`src/rtl/mm_responder.sv`:
```
// Main-memory model: in-order pending queue, fixed access latency, data = addr*3+1.
// Define MM_RET_BACKPRESSURE_EN to add the mm_ret_ready handshake on the return path.
module mm_responder #(
  parameter int unsigned TAG_WIDTH   = 8,
  parameter int unsigned INDEX_WIDTH = 4,
  parameter int unsigned DATA_WIDTH  = 16,
  parameter int unsigned NUM_OPS     = 32,
  parameter int unsigned QUEUE_DEPTH = 4,
  parameter int unsigned LATENCY     = 6
) (
  input  logic                             clk,
  input  logic                             rst,
  input  logic [TAG_WIDTH+INDEX_WIDTH-1:0] mm_req,
  input  logic [$clog2(NUM_OPS)-1:0]       mm_req_operation,
  input  logic                             mm_req_valid,
  output logic                             mm_req_ready,
  output logic [DATA_WIDTH-1:0]            mm_ret_data,
  output logic [$clog2(NUM_OPS)-1:0]       mm_ret_operation,
  output logic                             mm_ret_valid,
  output logic [$clog2(QUEUE_DEPTH):0]     pending_count
`ifdef MM_RET_BACKPRESSURE_EN
  ,
  input  logic                             mm_ret_ready
`endif
);

  localparam int unsigned AddrW = TAG_WIDTH + INDEX_WIDTH;
  localparam int unsigned OpW   = $clog2(NUM_OPS);
  localparam int unsigned PtrW  = $clog2(QUEUE_DEPTH);
  localparam int unsigned CntW  = PtrW + 1;
  localparam int unsigned DownW = $clog2(LATENCY + 1);
  localparam logic [CntW-1:0]  FullCount = CntW'(QUEUE_DEPTH);
  localparam logic [DownW-1:0] DownInit  = DownW'(LATENCY - 1);

  logic [AddrW-1:0]       addr_q [QUEUE_DEPTH];
  logic [AddrW-1:0]       addr_d [QUEUE_DEPTH];
  logic [OpW-1:0]         op_q   [QUEUE_DEPTH];
  logic [OpW-1:0]         op_d   [QUEUE_DEPTH];
  logic [DownW-1:0]       down_q [QUEUE_DEPTH];
  logic [DownW-1:0]       down_d [QUEUE_DEPTH];
  logic [QUEUE_DEPTH-1:0] vld_q, vld_d;
  logic [PtrW-1:0]        wr_ptr_q, wr_ptr_d, rd_ptr_q, rd_ptr_d;
  logic [CntW-1:0]        count_q, count_d;
  logic                   ret_valid_q, ret_valid_d;
  logic [OpW-1:0]         ret_op_q, ret_op_d;
  logic [DATA_WIDTH-1:0]  ret_data_q, ret_data_d;

  logic                   accept, pop, slot_free, dec;
  logic [DATA_WIDTH-1:0]  head_addr, head_data;

  assign mm_req_ready = ~rst & (count_q < FullCount);
  assign accept       = mm_req_valid & mm_req_ready;

`ifdef MM_RET_BACKPRESSURE_EN
  assign slot_free = ~ret_valid_q | mm_ret_ready;
  // The output slot is still counted as pending until the beat is taken.
  assign dec       = ret_valid_q & mm_ret_ready;
`else
  assign slot_free = 1'b1;
  assign dec       = pop;
`endif

  assign pop       = vld_q[rd_ptr_q] & (down_q[rd_ptr_q] == '0) & slot_free;
  assign head_addr = DATA_WIDTH'(addr_q[rd_ptr_q]);
  assign head_data = head_addr + (head_addr << 1) + DATA_WIDTH'(1);

  always_comb begin
    addr_d      = addr_q;
    op_d        = op_q;
    down_d      = down_q;
    vld_d       = vld_q;
    wr_ptr_d    = wr_ptr_q;
    rd_ptr_d    = rd_ptr_q;
    count_d     = count_q;
    ret_valid_d = ret_valid_q;
    ret_op_d    = ret_op_q;
    ret_data_d  = ret_data_q;

    for (int i = 0; i < QUEUE_DEPTH; i++) begin
      if (vld_q[i] && down_q[i] != '0) down_d[i] = down_q[i] - DownW'(1);
    end

    if (pop) begin
      vld_d[rd_ptr_q] = 1'b0;
      rd_ptr_d        = rd_ptr_q + PtrW'(1);
      ret_valid_d     = 1'b1;
      ret_op_d        = op_q[rd_ptr_q];
      ret_data_d      = head_data;
    end else if (ret_valid_q && slot_free) begin
      ret_valid_d = 1'b0;
    end

    // A non-full count means the queue itself has room, so wr_ptr never hits the popped slot.
    if (accept) begin
      vld_d[wr_ptr_q]  = 1'b1;
      addr_d[wr_ptr_q] = mm_req;
      op_d[wr_ptr_q]   = mm_req_operation;
      down_d[wr_ptr_q] = DownInit;
      wr_ptr_d         = wr_ptr_q + PtrW'(1);
    end

    unique case ({accept, dec})
      2'b10:   count_d = count_q + CntW'(1);
      2'b01:   count_d = count_q - CntW'(1);
      default: count_d = count_q;
    endcase
  end

  always_ff @(posedge clk) begin
    if (rst) begin
      vld_q       <= '0;
      wr_ptr_q    <= '0;
      rd_ptr_q    <= '0;
      count_q     <= '0;
      ret_valid_q <= 1'b0;
      ret_op_q    <= '0;
      ret_data_q  <= '0;
    end else begin
      vld_q       <= vld_d;
      wr_ptr_q    <= wr_ptr_d;
      rd_ptr_q    <= rd_ptr_d;
      count_q     <= count_d;
      ret_valid_q <= ret_valid_d;
      ret_op_q    <= ret_op_d;
      ret_data_q  <= ret_data_d;
      addr_q      <= addr_d;
      op_q        <= op_d;
      down_q      <= down_d;
    end
  end

  assign mm_ret_valid     = ret_valid_q;
  assign mm_ret_operation = ret_op_q;
  assign mm_ret_data      = ret_data_q;
  assign pending_count    = count_q;

endmodule
```
`config.mk`:
```
export PLATFORM = sky130hd
export DESIGN_NAME = mm_responder
export DESIGN_NICKNAME = d
export VERILOG_FILES = /design/src/rtl/mm_responder.sv
export SDC_FILE = /design/constraint.sdc
export NUM_CORES = 1
export LEC_CHECK = 0
export ABC_AREA = 0
export CAP_MARGIN = 10
export CORE_UTILIZATION = 40
export DETAILED_ROUTE_END_ITERATION = 8
export GPL_ROUTABILITY_DRIVEN = 0
export PLACE_DENSITY = 0.67
export SETUP_SLACK_MARGIN = 0.5
export SLEW_MARGIN = 25
export SYNTH_ARGS = -nofsm -noshare
export SYNTH_HDL_FRONTEND = slang
export SYNTH_SLANG_ARGS = --single-unit
```
`constraint.sdc`:
```
create_clock -name clk -period 4.7 [get_ports clk]
set_input_delay 0.94 -clock clk [delete_from_list [all_inputs] [get_ports clk]]
set_output_delay 0.94 -clock clk [all_outputs]
set_load 0.02 [all_outputs]
```
==> flow_summary_export.csv <==
group,metric,value,unit
die,die_area,13300,um^2
yosys,synth_edf_count,80,
cts,clockBufferDepth,2,
place,dp_slack,1.49,ns
flow_run,maxCapViolations,0,
yosys,seq_area_frac_synth,58.7,%
global_routing,grt_pass1_wl,16500,um
layout,final_nets,500,
sta,final.setup_skew,0.00724,ns
die,io_pins,46,
critical_path,reg2reg_depth,8,
sta,fmax,0.307,GHz
critical_path,cp-endpoint,"mm_ret_data[6]",
cts,post_cts_resized,0,
drt,viasPerCell,5.25,
sta,fin_crit_sh,69.3,%
drt,route.met2.wl,4690,um
drt,wl_met1,4560,um
place,dp_cells,608,
critical_path,arrival,3.53,ns
yosys,post_synth.cell_area_avg,12.7,um^2
yosys,synth-seq-cells,111,
die,die-height,115,um
critical_path,start_kind,"register",
critical_path,worstPathRequired,4.98,ns
sta,setup_viol,0,
sta,maxSlewHeadroom,38.1,%
layout,multi_input_area,1910,um^2
drt,vias,3274,
sta,finalHoldViolCount,0,
cts,hold_buffers,0,
drt,wl_per_cell,16.2,um
pwr,ir_drop,0.203,mV
yosys,syn-instance-count,404,
critical_path,crit_start,"rd_ptr_q[0]",
critical_path,worstPathMaxFanout,17,
cts,root_buffer,"clkbuf_16",
layout,area_delta_synth_final,17.5,%
critical_path,slowest_delay,0.58,ns
global_routing,grt-ovfl-total,0,
sta,period_needed,3.25,ns
yosys,synth_area_leaders,"edfxtp_1 (47%), dfxtp_1 (12%), ha_1 (7.5%)",
layout,fill_cells,1138,
drt,wirelength,10100,um
global_routing,grt_max_degree,32,
sta,tightest_slew,0.927,ns
global_routing,grt_pass1_vias,3302,
critical_path,r2r-start,"rd_ptr_q[0]",
die,rows,41,
sta,finalSetupTns,0,ns
pwr,power_density,347,nW/um^2
drt,final_antenna_net_count,0,
yosys,netlist.area_leader.share,46.7,%
drt,initialDrtViolationCount,230,
cts,cts_tree,"done",
cts,post_cts_buffers,0,
critical_path,reg2reg_slack,1.45,ns
die,die_w,115,um
critical_path,path_class,"reg2reg",
die,core_area,12600,um^2
outcome,outcome,"finished clean",
layout,drive_above_1_share,8.41,%
cts,numCtsBuffers,9,
yosys,syn_area,5150,um^2
critical_path,crit_path_end_kind,"register",
layout,seq_area,3020,um^2
sta,setup_ws,1.45,ns
sta,rsz0062_at_grt,"no",
drt,route.detailed.drc,0,
critical_path,worst-path-buf-inv,1,
pwr,cellLeakagePower,0.00222,uW
pwr,power,2100,uW
yosys,yosys_warnings,0,
yosys,yosys.cell_types.count,52,
global_routing,antenna_found_initial,0,
drt,drtPass1Iterations,5,
yosys,synthArstFlopShare,0,%
cts,clkTransAtPathRegs,0.07,ns
critical_path,crit-reg2reg-capture,"mm_ret_data[6]",
drt,route.top_layer_used,"met4",
layout,antenna_cells,0,
cts,htree_num_levels,3,
cts,cts.sinks,111,
global_routing,track_usage,16.5,%
critical_path,worstPathCellList,"buf_4 > mux4_2 > ha_1 > a21oi_1 > nand2_1 > a2111oi_0 > o31ai_1 > a21oi_1",
cts,worstSkewPairLatency,0.35,ns
die,start_util,41.0,%
critical_path,crit_family,"compound AO/OA/AOI/OAI gates",
critical_path,slowest_stage,"mux4_2",
place,port_buffers,43,
critical_path,path_depth,8,
yosys,synth.largest_area_cell,"edfxtp_1",
critical_path,cp_common_cell,"a21oi_1",
hold_path,hp-class,"reg2reg",
yosys,synth_ff_type,"edfxtp_1",
drt,met3WireLength,622,um
layout,fin_cells,624,
sta,slew_violations,0,
place,hpwlAfterDp,6870,um
[registers in the layout (all words and copies together) (netlist names)]
register / count
addr_q: 48
down_q: 12
mm_ret_data: 14
mm_ret_operation: 5
mm_ret_valid: 1
op_q: 20
pending_count: 3
rd_ptr_q: 2
vld_q: 4
wr_ptr_q: 2
[worst reg2reg max path: cells and delay by family (launching register included)]
family,cells,cell delay (ns)
AO/OA/AOI/OAI,4,1.10
adder cells (fa/ha/maj),1,0.39
buffers and inverters,1,0.42
flip-flops,1,0.53
multiplexers,1,0.58
AND/OR/NAND/NOR,1,0.18
[synthesized netlist by cell type, types with 3 or more instances]
master and n:
buf_4 4, ha_1 31, a21oi_1 25, nor3_1 4, xor2_1 3, buf_2 4
mux4_2 17, nor2_1 17, nand3_1 11, clkbuf_1 7, a21o_1 8, dfxtp_1 31
o21ai_0 15, inv_1 37, o211ai_1 3, and4_1 3, xnor2_1 6, nor2b_1 6
a211oi_1 8, nand2_1 41, edfxtp_1 80
[metrics by stage]
stage / util (%) / instance area [um^2] / hold WS, ns
2_1_floorplan: - / 5150 / 0.463
3_3_place_gp: 45.8 / 5750 / 0.445
3_5_place_dp: 45.8 / 5750 / 0.446
4_1_cts: 48.1 / 6050 / 0.456
5_1_grt: 48.1 / 6050 / 0.468
6_report: 48.1 / 6050 / 0.453
[report_power, final]
group | total [uW] | internal (uW) | switching (uW)
Sequential | 1100 | 1090 | 17.2
Combinational | 228 | 97.2 | 130
Clock | 766 | 428 | 338
Total | 2100 | 1610 | 485
[cells by family after synthesis]
kind of cell / count (synthesis) / synth area share (%)
mux: 17 / 7.44
xor+xnor: 9 / 1.53
fa+ha+maj: 33 / 8.31
compound gates: 84 / 10.9
simple gates: 95 / 8.68
buf+inv: 54 / 4.33
flops: 111 / 58.7
other cells: 1 / 0.0728
[final cells by class]
cell class / count / area share [%]
timing repair buffer: 48 / 7.73
clock inverter: 5 / 0.931
clock buffer: 11 / 4.01
multi-input combinational: 240 / 31.5
sequential: 111 / 50.0
tap: 172 / 3.56
inverter: 37 / 2.30
[per-layer routing]
metal,up-vias,global-route usage (%)
met4,0,7.36
met2,106,26.9
met5,-,0
li1,1574,-
met1,1580,22.1
met3,14,2.51
[layout by cell type (no fill, tap or decap), types with 3 or more instances in the layout]
master and count:
dfxtp_1 31, a21o_1 8, buf_4 5, mux4_2 17, clkbuf_16 9, nor2b_1 6, nor3_1 4, a21oi_1 25
edfxtp_1 80, nor2_1 17, xor2_1 3, nand2_1 41, nand3_1 11, ha_1 31, xnor2_1 6, and4_1 3
clkdlybuf4s50_1 43, o21ai_0 15, o211ai_1 3, a211oi_1 8, inv_1 37
[worst min path at each step]
| stage | startpoint | cells past startpoint | end | slack (ns) |
|---|---|---|---|---|
| after floorplan | vld_q[1] | 2 | vld_q[1] | 0.46 |
| after global placement | mm_ret_data[7] | 2 | mm_ret_data[7] | 0.44 |
| after detailed placement | mm_ret_data[3] | 2 | mm_ret_data[3] | 0.45 |
| after CTS | mm_ret_data[3] | 2 | mm_ret_data[3] | 0.46 |
| after global routing | mm_ret_data[4] | 2 | mm_ret_data[4] | 0.47 |
| final | mm_ret_data[3] | 2 | mm_ret_data[3] | 0.45 |
Note: power is estimated with default switching activity, not from simulation.
